## src/rtl/request_tick_timer.sv

```systemverilog
// rtl/request_tick_timer.sv - request-triggered tick sequencer (burst or continuous)
module request_tick_timer #(
    parameter int CLK_FREQ = 50000000,
    parameter int TICK_HZ  = 1,
    parameter int N_REQ    = 3,
    parameter int BURST_W  = 4
) (
    input  logic               clk_50,
    input  logic               rst_n,
    input  logic [N_REQ-1:0]   req,
    input  logic               mode,
    input  logic [BURST_W-1:0] burst_len,
    input  logic               cancel,
    output logic               tick,
    output logic               phase,
    output logic               busy,
    output logic [N_REQ-1:0]   req_seen,
    output logic [BURST_W-1:0] tick_count
);
    localparam int PERIOD = CLK_FREQ / TICK_HZ;
    localparam int CNT_W  = (PERIOD > 1) ? $clog2(PERIOD) : 1;
    localparam logic [CNT_W-1:0] CNT_LAST = CNT_W'(PERIOD - 1);

    if (PERIOD < 2) begin : g_bad_period
        $error("request_tick_timer: CLK_FREQ/TICK_HZ must be at least 2");
    end

    typedef enum logic {IDLE, RUN} state_t;

    state_t               state_q;
    logic [CNT_W-1:0]     cnt_q;
    logic [BURST_W-1:0]   remaining_q;
    logic                 mode_q;
    logic [N_REQ-1:0]     req_prev_q;
    logic                 tick_q;
    logic                 phase_q;
    logic                 busy_q;
    logic [N_REQ-1:0]     req_seen_q;
    logic [BURST_W-1:0]   tick_count_q;

    logic [N_REQ-1:0]     req_edge;
    logic                 trig;
    logic [BURST_W-1:0]   reload;

    assign req_edge = req & ~req_prev_q;
    assign trig     = |req_edge;
    assign reload   = (burst_len == '0) ? BURST_W'(1) : burst_len;

    always_ff @(posedge clk_50) begin
        if (!rst_n) begin
            state_q      <= IDLE;
            cnt_q        <= '0;
            remaining_q  <= '0;
            mode_q       <= 1'b0;
            req_prev_q   <= '1;
            tick_q       <= 1'b0;
            phase_q      <= 1'b0;
            busy_q       <= 1'b0;
            req_seen_q   <= '0;
            tick_count_q <= '0;
        end else begin
            req_prev_q <= req;
            tick_q     <= 1'b0;
            if (cancel) begin
                state_q      <= IDLE;
                cnt_q        <= '0;
                busy_q       <= 1'b0;
                req_seen_q   <= '0;
                tick_count_q <= '0;
            end else if (state_q == IDLE) begin
                if (trig) begin
                    state_q      <= RUN;
                    cnt_q        <= '0;
                    remaining_q  <= reload;
                    mode_q       <= mode;
                    req_seen_q   <= req_edge;
                    tick_count_q <= '0;
                    busy_q       <= 1'b1;
                end
            end else begin
                if (cnt_q == CNT_LAST) begin
                    cnt_q   <= '0;
                    tick_q  <= 1'b1;
                    phase_q <= ~phase_q;
                    if (tick_count_q != '1) begin
                        tick_count_q <= tick_count_q + BURST_W'(1);
                    end
                    if (!mode_q) begin
                        remaining_q <= remaining_q - BURST_W'(1);
                        if (remaining_q == BURST_W'(1)) begin
                            state_q <= IDLE;
                            busy_q  <= 1'b0;
                        end
                    end
                end else begin
                    cnt_q <= cnt_q + CNT_W'(1);
                end
                // A retrigger overrides the end-of-burst decision taken above.
                if (trig) begin
                    state_q     <= RUN;
                    busy_q      <= 1'b1;
                    cnt_q       <= '0;
                    remaining_q <= reload;
                    mode_q      <= mode;
                    req_seen_q  <= req_seen_q | req_edge;
                end
            end
        end
    end

    assign tick       = tick_q;
    assign phase      = phase_q;
    assign busy       = busy_q;
    assign req_seen   = req_seen_q;
    assign tick_count = tick_count_q;
endmodule

```

## config.mk

```make
export PLATFORM = sky130hd
export DESIGN_NAME = request_tick_timer
export DESIGN_NICKNAME = d
export VERILOG_FILES = /design/src/rtl/request_tick_timer.sv
export SDC_FILE = /design/constraint.sdc
export NUM_CORES = 1
export LEC_CHECK = 0
export CAP_MARGIN = 20
export CORE_UTILIZATION = 25
export DETAILED_ROUTE_END_ITERATION = 10
export DONT_BUFFER_PORTS = 1
export PLACE_DENSITY = 0.36
export SYNTH_ARGS = -nofsm -noshare
export SYNTH_HDL_FRONTEND = slang
export SYNTH_SLANG_ARGS = --single-unit
```

## constraint.sdc

```tcl
create_clock -name clk_50 -period 3.1 [get_ports clk_50]
set_clock_uncertainty 0.15 [all_clocks]
set_input_delay 0 -clock clk_50 [delete_from_list [all_inputs] [get_ports clk_50]]
set_output_delay 0 -clock clk_50 [all_outputs]
set_load 0.02 [all_outputs]
```

== After elaboration in Yosys (flattened, before gate mapping) ==
Cells that the tools add are included.

* Bits in registers: 45
* Input bits: 11
* Output and inout bits: 10
* Logic and storage cells: 68

* Add/sub/neg operators: 3
* Equal/unequal tests: 6
* Muxes and demuxes: 30
* Bitwise gates (word level): 7
* Reduce and logical (&&, ||, !) cells: 12

{| class="wikitable"
|+ Operator list
! cell !! number
|-
| 26-bit two-way mux || 4
|-
| 4-bit two-way mux || 10
|-
| 26-bit by 1-bit adder with 26-bit output (second input constant) || 1
|-
| 26-bit equality test (second input constant) || 1
|-
| 1-bit two-way mux || 13
|-
| 3-bit two-way mux || 3
|-
| 4-bit AND reduction || 2
|-
| 2-bit by 1-bit inequality test with 1-bit output (second input constant) || 3
|-
| 3-bit AND reduction || 2
|-
| 2-bit nonzero test || 3
|-
| 3-bit OR reduction || 2
|-
| 4-bit by 1-bit adder with 4-bit output (second input constant) || 1
|-
| 4-bit by 1-bit equality test with 1-bit output (second input constant) || 1
|-
| 4-bit zero test || 1
|-
| 4-bit inequality test (second input constant) || 1
|-
| 1-bit inverter || 4
|-
| 4-bit by 1-bit subtractor with 4-bit output (second input constant) || 1
|-
| 3-bit bitwise AND || 1
|-
| 3-bit inverter || 1
|-
| 3-bit bitwise OR || 1
|-
| 2-bit AND reduction || 1
|-
| 2-bit OR reduction || 1
|}

== Logic depth before layout (Yosys ltp) ==
* Word-level depth: 6
* Mapped depth: 8
* Mapped depth without buffers: 6

== Worst setup path after synthesis ==
Ideal clock, no wire load.

* Path kind: reg-to-reg
* From: register cnt_q[0]
* To: register cnt_q[24]
* Setup time: 74 ps
* Arrival time: 2,334 ps
* Data required time: 2,876 ps
* Slack: 541 ps
* Stages on the path, launching flop included: 8
* Buffers on the path: 1
* Period minus slack after synthesis: 2,559 ps
* Cell sequence: dfxtp_1 > ha_1 > nand3_2 > or4_1 > buf_2 > or4_1 > or4_1 > a31oi_1

* Cells in the longest elaborated chain, start to end: 4
* Elaborated cells on any way between the ends: 5
* Those cells by class: add/sub (1); eq/ne (1); mux (3)

{| class="wikitable"
|+ RTL lines
! element !! RTL line !! RTL
|-
| start: declaration || 31 || <nowiki>logic [CNT_W-1:0] cnt_q;</nowiki>
|-
| start signal: assignment || 96 || <nowiki>cnt_q <= cnt_q + CNT_W'(1);</nowiki>
|-
| 26-bit by 1-bit adder with 26-bit output or 26-bit equality test (tied branches) || 96, 81 ||
|-
| 26-bit two-way mux (*) || 81 || <nowiki>if (cnt_q == CNT_LAST) begin</nowiki>
|-
| 26-bit two-way mux (*) || 99 || <nowiki>if (trig) begin</nowiki>
|-
| 26-bit two-way mux (*) || 70 || <nowiki>end else if (state_q == IDLE) begin</nowiki>
|}

Mark *: on every way between the ends. The rest lies on a longest branch, timed or not.
A chain may end at the register's enable or synchronous reset.

== Final worst setup path ==
Same ends and word-level chain as after synthesis.

==> results.md <==
- Max-cap violations: 0
- Slowest stage delay, CP: 660 ps
- # DRC: 0
- Worst slew margin: 0.3687
- Final setup fails: 0
- CORE AREA: 8848 sq um
- GRT Total Usage: 0.1472
- Cell count along the critical path: 6
- Number of global-route vias before repair: 2119
- Setup bufs post-CTS: 0
- Routed via count: 2202
- Clk_lat worst skew: 310 ps
- WL/cell: 16.41 microns
- CTS tree: built
- Total wire length: 6.710 mm
- Cell family with the largest share of critical-path delay: simple AND/OR/NAND/NOR gates
- Cell depth of the worst flop-to-flop path: 6
- I/O Pins: 21
- Commonest non-fill, non-tap cell in the layout: dfxtp_1
- Max Slew Vio Count: 0
- Cell variety after synth: 46
- Sequential area share after synthesis: 0.3896
- VDD IR-drop max: 0.1739 mV
- First-pass GRT wire length: 11.14 mm
- Period minus WS final: 2747 ps
- Worst-path fanout max: 6
- Final Hold Viols: 0
- Number of CTS-inserted buffers: 5
- Root Buffer: clkbuf_8
- EDFF count, synth: 0
- Flop-to-flop setup slack: 350 ps
- RR Startpoint: cnt_q[0]$_SDFFE_PP0P_
- Post-DP HPWL: 4.749 mm
- Leading area contributor after synthesis: dfxtp_1
- H-tree levels: 2
- Crit start category: flop
- First-pass iteration count of the detailed router: 4
- Num rows: 34
- Hold Crit Depth: 3
- Worst hold path class: input pin to flop
- CP Cell Sequence: ha_1 > nand3_2 > or4_1 > or4_1 > or4_1 > a31oi_1
- Clock-pin slew on the worst setup and hold paths: 100 ps
- Most frequent cells in the layout: dfxtp_1, nand2_1, a21oi_1
- Syn_nets: 296
- Req. time, crit path: 3200 ps
- Port bufs: 0
- Initial Util: 0.2613
- Status: complete, no violations
- FFs w/ async S/R, synth: 0
- Synthesized area: 2312 sq um
- Post-route ant nets: 0
- Flops & latches, synth: 45
- Slowest stage cell, crit path: or4_1
- Synth Area per Inst: 8.229 sq um
- Drt via density: 5.384
- Hold Crit Start: cancel
- Largest net degree at the start of global routing: 24
- Leak: 0.8915 nW
- Ys flop type: dfxtp_1
- P&R area growth vs syn: 16.88%
- Top post-synthesis cells by area: dfxtp_1, a21oi_1, nand4_1, nand2_1, nand3_1
- Crit path kind: flop to flop
- Die H: 98.17 microns
- RSZ-0062 raised after global routing: false
- Critical path arrival: 2840 ps
- Tcrit/Tclk final: 0.8863
- Synth top area share: 0.3896
- Worst Path Buf+Inv: 0
- Power Density: 395.3 nW/um^2
- Critical Path End Type: flop
- Iteration-0 DRC Markers: 98
- Nets: 315
- Initial antenna violation count: 0
- Antenna Cells: 0
- Worst Max-Slew Pin Slew: 945.3 ps
- Min-Delay Endpoint: mode_q$_SDFFE_PN0P_
- Max frequency: 0.3640 GHz
- Die area: 9637 sq um
- Clock Path Buffers: 2
- GRT Residual Overflow: 0
- Yosys Warn Count: 0
- CTS sink count: 45
- Final Core Density: 0.3054
- Cell count after synthesis: 281
- Setup TNS: 0 ps
- Crit path top cell by count: or4_1
- Die Width: 98.17 microns
- R2R Path End: cnt_q[24]$_SDFFE_PP0P_
- RD Place Congestion: 0.7629
- Layout cell share with drive strength beyond 1: 0.09635
[worst register-to-register path, cell delays in order (launching register included)]
cell     delay (ps)
dfxtp_1         400
ha_1            230
nand3_2         130
or4_1           660
or4_1           530
or4_1           410
a31oi_1         170
[cells in the mapped netlist (all sizes together) (2+ instances only)]
cell type and number:
dfxtp 45, nand2 23, a21oi 20, nand3 19, nor2 17, nand4 14, a31oi 13, nand2b 12
o21ai 12, inv 9, clkbuf 8, nor4 7, and3 6, nor3 6, or4 6, o211ai 5
a211oi 4, a41oi 4, and4 4, buf 4, ha 4, a221o 3, a22o 3, mux2i 3
nand3b 3, o31ai 3, or3 3, and2 2, nor3b 2, o211a 2, or2 2, xnor2 2
[metal layers]
layer / up-vias / global-route usage / part of all wire
met2: 46 / 0.2443 / 0.45
met1: 1045 / 0.1941 / 0.49
met3: 6 / 0.03508 / 0.046
li1: 1105 / - / -
met5: - / 0 / 0
met4: 0 / 0.03100 / 0.0082
[where the power goes]
part,leakage [nW],internal (mW),switching (mW)
registers,0.364,0.585,0.00764
logic,0.491,0.0354,0.0500
clock network,0.0364,0.159,0.231
total,0.892,0.780,0.289
[registers in the layout (all words and copies together), names as in the netlist]
register / cells
busy: 1
cnt_q: 26
mode_q: 1
phase: 1
remaining_q: 4
req_prev_q: 3
req_seen: 3
state_q: 1
tick: 1
tick_count: 4
[metrics by stage]
stage | total power [mW] | hold slack (ps) | std cells | cell area [sq um] | setup WS [ps]
4_1_cts | 1.085 | 51.47 | 409 | 2703 | 359.1
6_report | 1.068 | 48.23 | 409 | 2703 | 352.6
2_1_floorplan | 0.6536 | -76.96 | 281 | 2312 | 541.4
5_1_grt | 1.119 | 110.7 | 409 | 2703 | 209.4
3_5_place_dp | 0.6789 | -72.18 | 389 | 2491 | 396.6
3_3_place_gp | 0.6793 | -72.72 | 389 | 2491 | 455.1
[cell families after synthesis]
logic type                 synth area share
and+or+nand+nor                      0.3160
AOI/OAI and AO/OA                    0.2116
DFF                                  0.3896
buffers and inverters               0.03680
adders and majority gates           0.02165
xor gates and xnor gates            0.01137
muxes                               0.01299
[how the worst max path moves through the flow]
stage | end | from | slack [ps]
2_1_floorplan | cnt_q[24]$_SDFFE_PP0P_ | cnt_q[0]$_SDFFE_PP0P_ | 540
3_3_place_gp | cnt_q[24]$_SDFFE_PP0P_ | cnt_q[0]$_SDFFE_PP0P_ | 460
3_5_place_dp | cnt_q[24]$_SDFFE_PP0P_ | cnt_q[0]$_SDFFE_PP0P_ | 400
4_1_cts | cnt_q[24]$_SDFFE_PP0P_ | cnt_q[0]$_SDFFE_PP0P_ | 360
5_1_grt | cnt_q[24]$_SDFFE_PP0P_ | cnt_q[0]$_SDFFE_PP0P_ | 210
6_report | cnt_q[24]$_SDFFE_PP0P_ | cnt_q[0]$_SDFFE_PP0P_ | 350
[final cells by class]
cell class,count,area (sq um)
tap,108,135.1
fill,978,6146
clock buffer,5,68.82
timing repair buffer,24,210.2
sequential,45,900.9
clock inverter,3,22.52
inverter,9,33.78
multi-input combinational,215,1331
[what timing repair did]
item | CTS | global route
gates resized for setup | 0 | 0
endpoints found under the hold margin | 22 | 0
hold buffers | 12 | 0
Power figures use the tool's default switching activity.
